File: src/rtl/sum_addsub_seq_if.sv
// Chunk-serial add/subtract bus: operand chunks in, result chunks and
// status out. The master drives the operands; the slave is the datapath.
interface sum_addsub_seq_if #(
  parameter int W = 16
);
  logic         start;
  logic         sub;
  logic [W-1:0] a;
  logic [W-1:0] b;
  logic [W-1:0] c;
  logic         c_valid;
  logic         busy;
  logic         done;
  logic         carry_out;

  modport master (
    output start, sub, a, b,
    input  c, c_valid, busy, done, carry_out
  );

  modport slave (
    input  start, sub, a, b,
    output c, c_valid, busy, done, carry_out
  );
endinterface

File: src/rtl/sum_addsub_seq.sv
// Chunk-serial W*CC-bit adder/subtractor. Operands arrive W bits per cycle,
// least-significant chunk first; each result chunk is registered one cycle
// later. Subtraction is a + ~b + 1, with the +1 injected as the chunk-0
// carry-in and the carry chained between chunks through carry_q.
module sum_addsub_seq #(
  parameter int W  = 16,
  parameter int CC = 8
) (
  input  logic             clk,
  input  logic             rst,
  sum_addsub_seq_if.slave  io
);

  localparam int KW = (CC > 1) ? $clog2(CC) : 1;

  typedef enum logic {IDLE, RUN} state_e;

  state_e          state_q, state_d;
  logic [KW-1:0]   k_q, k_d;
  logic            mode_q;
  logic            carry_q;
  logic [W-1:0]    c_q;
  logic            c_valid_q;
  logic            done_q;
  logic            carry_out_q;

  logic            accept;
  logic            proc;
  logic            last;
  logic            sub_eff;
  logic            cin;
  logic [W-1:0]    b_eff;
  logic [W:0]      sum;

  // Chunk datapath: pick mode and carry-in (fresh on the accepting cycle,
  // registered otherwise) and form the W+1-bit chunk sum.
  // NOTE: every signal assigned in an always_comb gets a value on every
  // path, otherwise synthesis infers a latch to hold the old value.
  always_comb begin
    accept  = (state_q == IDLE) && io.start;
    proc    = accept || (state_q == RUN);
    sub_eff = accept ? io.sub : mode_q;
    cin     = accept ? io.sub : carry_q;
    b_eff   = sub_eff ? ~io.b : io.b;
    sum     = {1'b0, io.a} + {1'b0, b_eff} + {{W{1'b0}}, cin};
    if (CC == 1) begin
      last = accept;
    end else begin
      last = (state_q == RUN) && (k_q == KW'(CC - 1));
    end
  end

  // Next-state and chunk-counter logic.
  always_comb begin
    state_d = state_q;
    k_d     = k_q;
    case (state_q)
      IDLE: begin
        if (accept && (CC > 1)) begin
          state_d = RUN;
          k_d     = KW'(1);
        end
      end
      RUN: begin
        if (last) begin
          state_d = IDLE;
          k_d     = '0;
        end else begin
          k_d     = k_q + KW'(1);
        end
      end
      default: begin
        state_d = IDLE;
        k_d     = '0;
      end
    endcase
  end

  // State, counter, mode/carry chain and registered outputs.
  // NOTE: sequential state uses non-blocking (<=) so every register samples
  // pre-edge values regardless of statement order.
  always_ff @(posedge clk or posedge rst) begin
    if (rst) begin
      state_q     <= IDLE;
      k_q         <= '0;
      mode_q      <= 1'b0;
      carry_q     <= 1'b0;
      c_q         <= '0;
      c_valid_q   <= 1'b0;
      done_q      <= 1'b0;
      carry_out_q <= 1'b0;
    end else begin
      state_q   <= state_d;
      k_q       <= k_d;
      c_valid_q <= proc;
      done_q    <= proc && last;
      if (accept) begin
        mode_q <= io.sub;
      end
      if (proc) begin
        c_q     <= sum[W-1:0];
        carry_q <= sum[W];
      end
      if (proc && last) begin
        carry_out_q <= sum[W];
      end
    end
  end

  assign io.c         = c_q;
  assign io.c_valid   = c_valid_q;
  assign io.done      = done_q;
  assign io.carry_out = carry_out_q;
  assign io.busy      = (state_q == RUN);

endmodule

File: src/flat_wrapper.sv
// flat-port wrapper written by rule: the top's interface ports become plain ports
module sum_addsub_seq_flat 
#(
  parameter int W  = 16,
  parameter int CC = 8
)
  (clk, rst, io_start, io_sub, io_a, io_b, io_c, io_c_valid, io_busy, io_done, io_carry_out);
  sum_addsub_seq_if #(.W(W)) io_i ();
  input  logic clk;
  input  logic rst;
  input wire logic [$bits(io_i.start)-1:0] io_start;
  input wire logic [$bits(io_i.sub)-1:0] io_sub;
  input wire logic [$bits(io_i.a)-1:0] io_a;
  input wire logic [$bits(io_i.b)-1:0] io_b;
  output wire logic [$bits(io_i.c)-1:0] io_c;
  output wire logic [$bits(io_i.c_valid)-1:0] io_c_valid;
  output wire logic [$bits(io_i.busy)-1:0] io_busy;
  output wire logic [$bits(io_i.done)-1:0] io_done;
  output wire logic [$bits(io_i.carry_out)-1:0] io_carry_out;
  assign io_i.start = io_start;
  assign io_i.sub = io_sub;
  assign io_i.a = io_a;
  assign io_i.b = io_b;
  assign io_c = io_i.c;
  assign io_c_valid = io_i.c_valid;
  assign io_busy = io_i.busy;
  assign io_done = io_i.done;
  assign io_carry_out = io_i.carry_out;
  sum_addsub_seq #(.W(W), .CC(CC)) u_core (.clk(clk), .rst(rst), .io(io_i));
endmodule
File: config.mk
export PLATFORM = sky130hd
export DESIGN_NAME = sum_addsub_seq_flat
export DESIGN_NICKNAME = d
export VERILOG_FILES = /design/src/rtl/sum_addsub_seq_if.sv /design/src/rtl/sum_addsub_seq.sv /design/src/flat_wrapper.sv
export SDC_FILE = /design/constraint.sdc
export NUM_CORES = 1
export LEC_CHECK = 0
export BUFFER_PORTS_ARGS = -buffer_cell sky130_fd_sc_hd__clkbuf_2
export CORE_ASPECT_RATIO = 2
export CORE_UTILIZATION = 55
export DETAILED_ROUTE_END_ITERATION = 12
export PLACE_DENSITY = 0.87
export SYNTH_ARGS = -nofsm -noshare
export SYNTH_HDL_FRONTEND = slang
export SYNTH_SLANG_ARGS = --single-unit
File: constraint.sdc
create_clock -name clk -period 6.2 [get_ports clk]
set_input_delay 0.31 -clock clk [delete_from_list [all_inputs] [get_ports clk]]
set_output_delay 0.31 -clock clk [all_outputs]
set_load 0.01 [all_outputs]
==> reports/qor.csv <==
metric;value;unit
status;finished with violations;
failing checks;DRC;
first-pass GRT wire length;7.134;mm
Final Cell Area;2292;um^2
Fmax;277.7;MHz
Top FF cell, synth;dfrtp_1;
full die area;3799;um^2
Static Leak;1.135;nW
H-Tree Depth;1;
CP Class;reg2reg;
Setup TNS Final;0;ns
Critical Path End;u_core.io.c[12];
Root Driver;clkbuf_8;
GRT Residual Overflow;0;
CP Launch Type;flip-flop;
layout cells sized above 1;0.2407;
number of antenna repair diodes;0;
initial core utilization;0.5767;
port buffer count;55;
average cell area after synthesis;9.019;um^2
Mapped Cells;216;
post-placement cell count;298;
top-count cell post-synth;dfrtp_1;
CTS max path bufs;2;
via/cell ratio;6.003;
GPL Wtd Cong;0.8649;
DRC;3;
Die Span X;44.09;um
Post-DRT Antenna Nets;0;
WP data required;6.38;ns
post-cts resize count;0;
Worst Setup End Kind;flip-flop;
Clock Latency Late Sink;0.27;ns
WP data arrival;3.78;ns
Synth area leaders;dfrtp_1 32%, ha_1 11%, xnor2_1 8.1%;
count of cell types in the netlist;46;
CTS tree;done;
initial antenna violation count;0;
count of pins over their slew limit;0;
Yosys reg bits;25;
Min-Delay Path Class;in2async;
Nets;326;
PD cells;590.0;nW/um^2
Placement Cell Area;2243;um^2
min cycle time layout;3.601;ns
Worst R2R End;u_core.io.c[12];
TritonCTS buffer count;3;
Tot GR Track Use;0.2436;
Post-synth EDFFs;0;
worst-path maximum fanout;17;
commonest cells in the synthesized netlist;25 x dfrtp_1, 18 x nand2_1, 18 x nor2_1, 18 x xnor2_1, 17 x ha_1;
endpoints failing setup;0;
Max IR drop VDD;0.0003040;V
Post-synth ARST share;1.000;
vias;1813;
sequential-to-total area share from yosys stat;0.3211;
fin crit share;0.5808;
Routed WL;4.348;mm
vias in the first global route;1795;
Worst-path clk slew;0.09;ns
Finished Layout Cells;302;
final hold vios;0;
R2R Setup Slk;2.60;ns
DPL Wire Length;3.497;mm
Layout area overhead;17.66;%
# Max-Cap Violations;0;
syn_nets;271;
Simple-Gate Fraction of Synth Area;0.1824;
compound-cell area share of the yosys netlist;0.2132;
R2R cell count;11;
drt initial violations;42;
largest net degree at the start of global routing;26;
height of the chip;86.17;um
main combinational cell family by area after synthesis;compound AO/OA/AOI/OAI gates;
fill cell total of the finished layout;301;
CTS sink cnt;25;
final core occ;0.6785;
area share of the largest cell type after synthesis;0.3211;
floorplan core area;3378;um^2
crit path from;u_core.io.busy;
Netlist Area Pre-Place;1948;um^2
cts hold-fix bufs;0;
adder-cell share of the synthesized area;0.1297;
proportion of synthesized area in mux cells;0.02762;
largest area contributor in the netlist;dfrtp_1;
Critical R2R Launch;u_core.io.busy;
Pre-antenna DRT Iters;8;
Post-Synth XOR/XNOR Area;0.09441;
Setup Buffers After CTS;0;
worst slew pin tran;0.9215;ns
# IOs;56;
Max Clock Skew;0.001534;ns
Synth Warn #;0;
wire per inst;14.40;um
Rel. slew slack;0.3850;
RSZ-0062 raised after global routing;false;
Site Rows;30;
Min Hold Slack;0.2104;ns
-- cells in the final DEF (no fill, tap or decap), types with 2 or more instances in the layout --
cell	instances
a21oi_1	14
xor2_1	3
o31ai_1	4
a31oi_1	4
clkbuf_8	3
nor4_1	3
mux2i_1	2
nor2b_1	3
nand2_1	18
o32ai_1	2
o21ai_0	8
or4_1	2
or3_1	4
dfrtp_1	25
o21a_1	4
xnor2_1	18
o211a_1	2
o2111ai_1	2
and2_1	4
fa_1	2
a21o_1	6
o211ai_1	4
and3_1	8
clkbuf_2	55
inv_1	9
nor3_1	4
nor2_1	18
nand3_1	5
ha_1	17
-- flip-flops by register name, summed over array words and instances, names as in the netlist --
| register | flops |
|---|---|
| u_core.io.c | 16 |
| u_core.k_q | 3 |
| u_core.carry_q | 1 |
| u_core.io.busy | 1 |
| u_core.io.c_valid | 1 |
| u_core.io.carry_out | 1 |
| u_core.io.done | 1 |
| u_core.mode_q | 1 |
-- layout make-up --
| type | instances | area (um^2) | area share |
|---|---|---|---|
| multi-input combinational | 176 | 1261 | 0.5502 |
| sequential | 25 | 625.6 | 0.2729 |
| timing repair buffer | 56 | 282.8 | 0.1234 |
| clock buffer | 3 | 41.29 | 0.01801 |
| tap | 32 | 40.04 | 0.01747 |
| inverter | 9 | 33.78 | 0.01474 |
| clock inverter | 1 | 7.507 | 0.003275 |
-- logic make-up after synthesis --
kind of cell,Yosys count
buf+inv,15
fa+ha+maj,19
xor+xnor,21
simple gates,72
mux,4
flops,25
compound gates,60
-- layer usage --
metal / global-route usage / vias to the layer above / part of all wire
met4: 0.1240 / 0 / 0.022
met3: 0.008421 / 11 / 0.034
met1: 0.2347 / 851 / 0.37
met2: 0.4813 / 56 / 0.58
met5: 0 / - / 0
li1: - / 895 / -
-- how the worst min path moves through the flow --
stage / start / endpoint / slack (ns) / depth (start not counted)
3_3_place_gp: u_core.io.c[0] / u_core.io.c[0] / 0.45 / 2
5_1_grt: io_start / u_core.k_q[1] / 0.29 / 2
3_5_place_dp: u_core.io.c[0] / u_core.io.c[0] / 0.46 / 2
2_1_floorplan: rst / u_core.carry_q / 0.34 / 1
6_report: rst / u_core.io.c[6] / 0.21 / 2
4_1_cts: rst / u_core.io.c[5] / 0.24 / 2
-- where the power goes --
group | leakage, nW | switching [mW] | internal (mW)
combinational | 0.826 | 0.527 | 0.425
sequential | 0.288 | 0.0465 | 0.254
clock | 0.0217 | 0.0539 | 0.0456
total | 1.14 | 0.628 | 0.725
-- through the flow --
step | setup WS [ns] | total power [mW]
3_5_place_dp | 2.573 | 1.255
4_1_cts | 2.560 | 1.356
3_3_place_gp | 2.715 | 1.227
5_1_grt | 2.243 | 1.489
6_report | 2.599 | 1.352
2_1_floorplan | 3.034 | 1.030
-- critical path, cell delays in order (launching register included) --
cell       delay (ns)
dfrtp_1          0.46
nor2b_1          0.33
mux2i_4          0.75
xnor2_1          0.18
fa_1             0.44
inv_1            0.08
fa_1             0.20
nor2b_1          0.07
o2111ai_1        0.37
a21oi_1          0.19
o21a_1           0.22
o31ai_1          0.22
(Power assumes the default switching activity.)
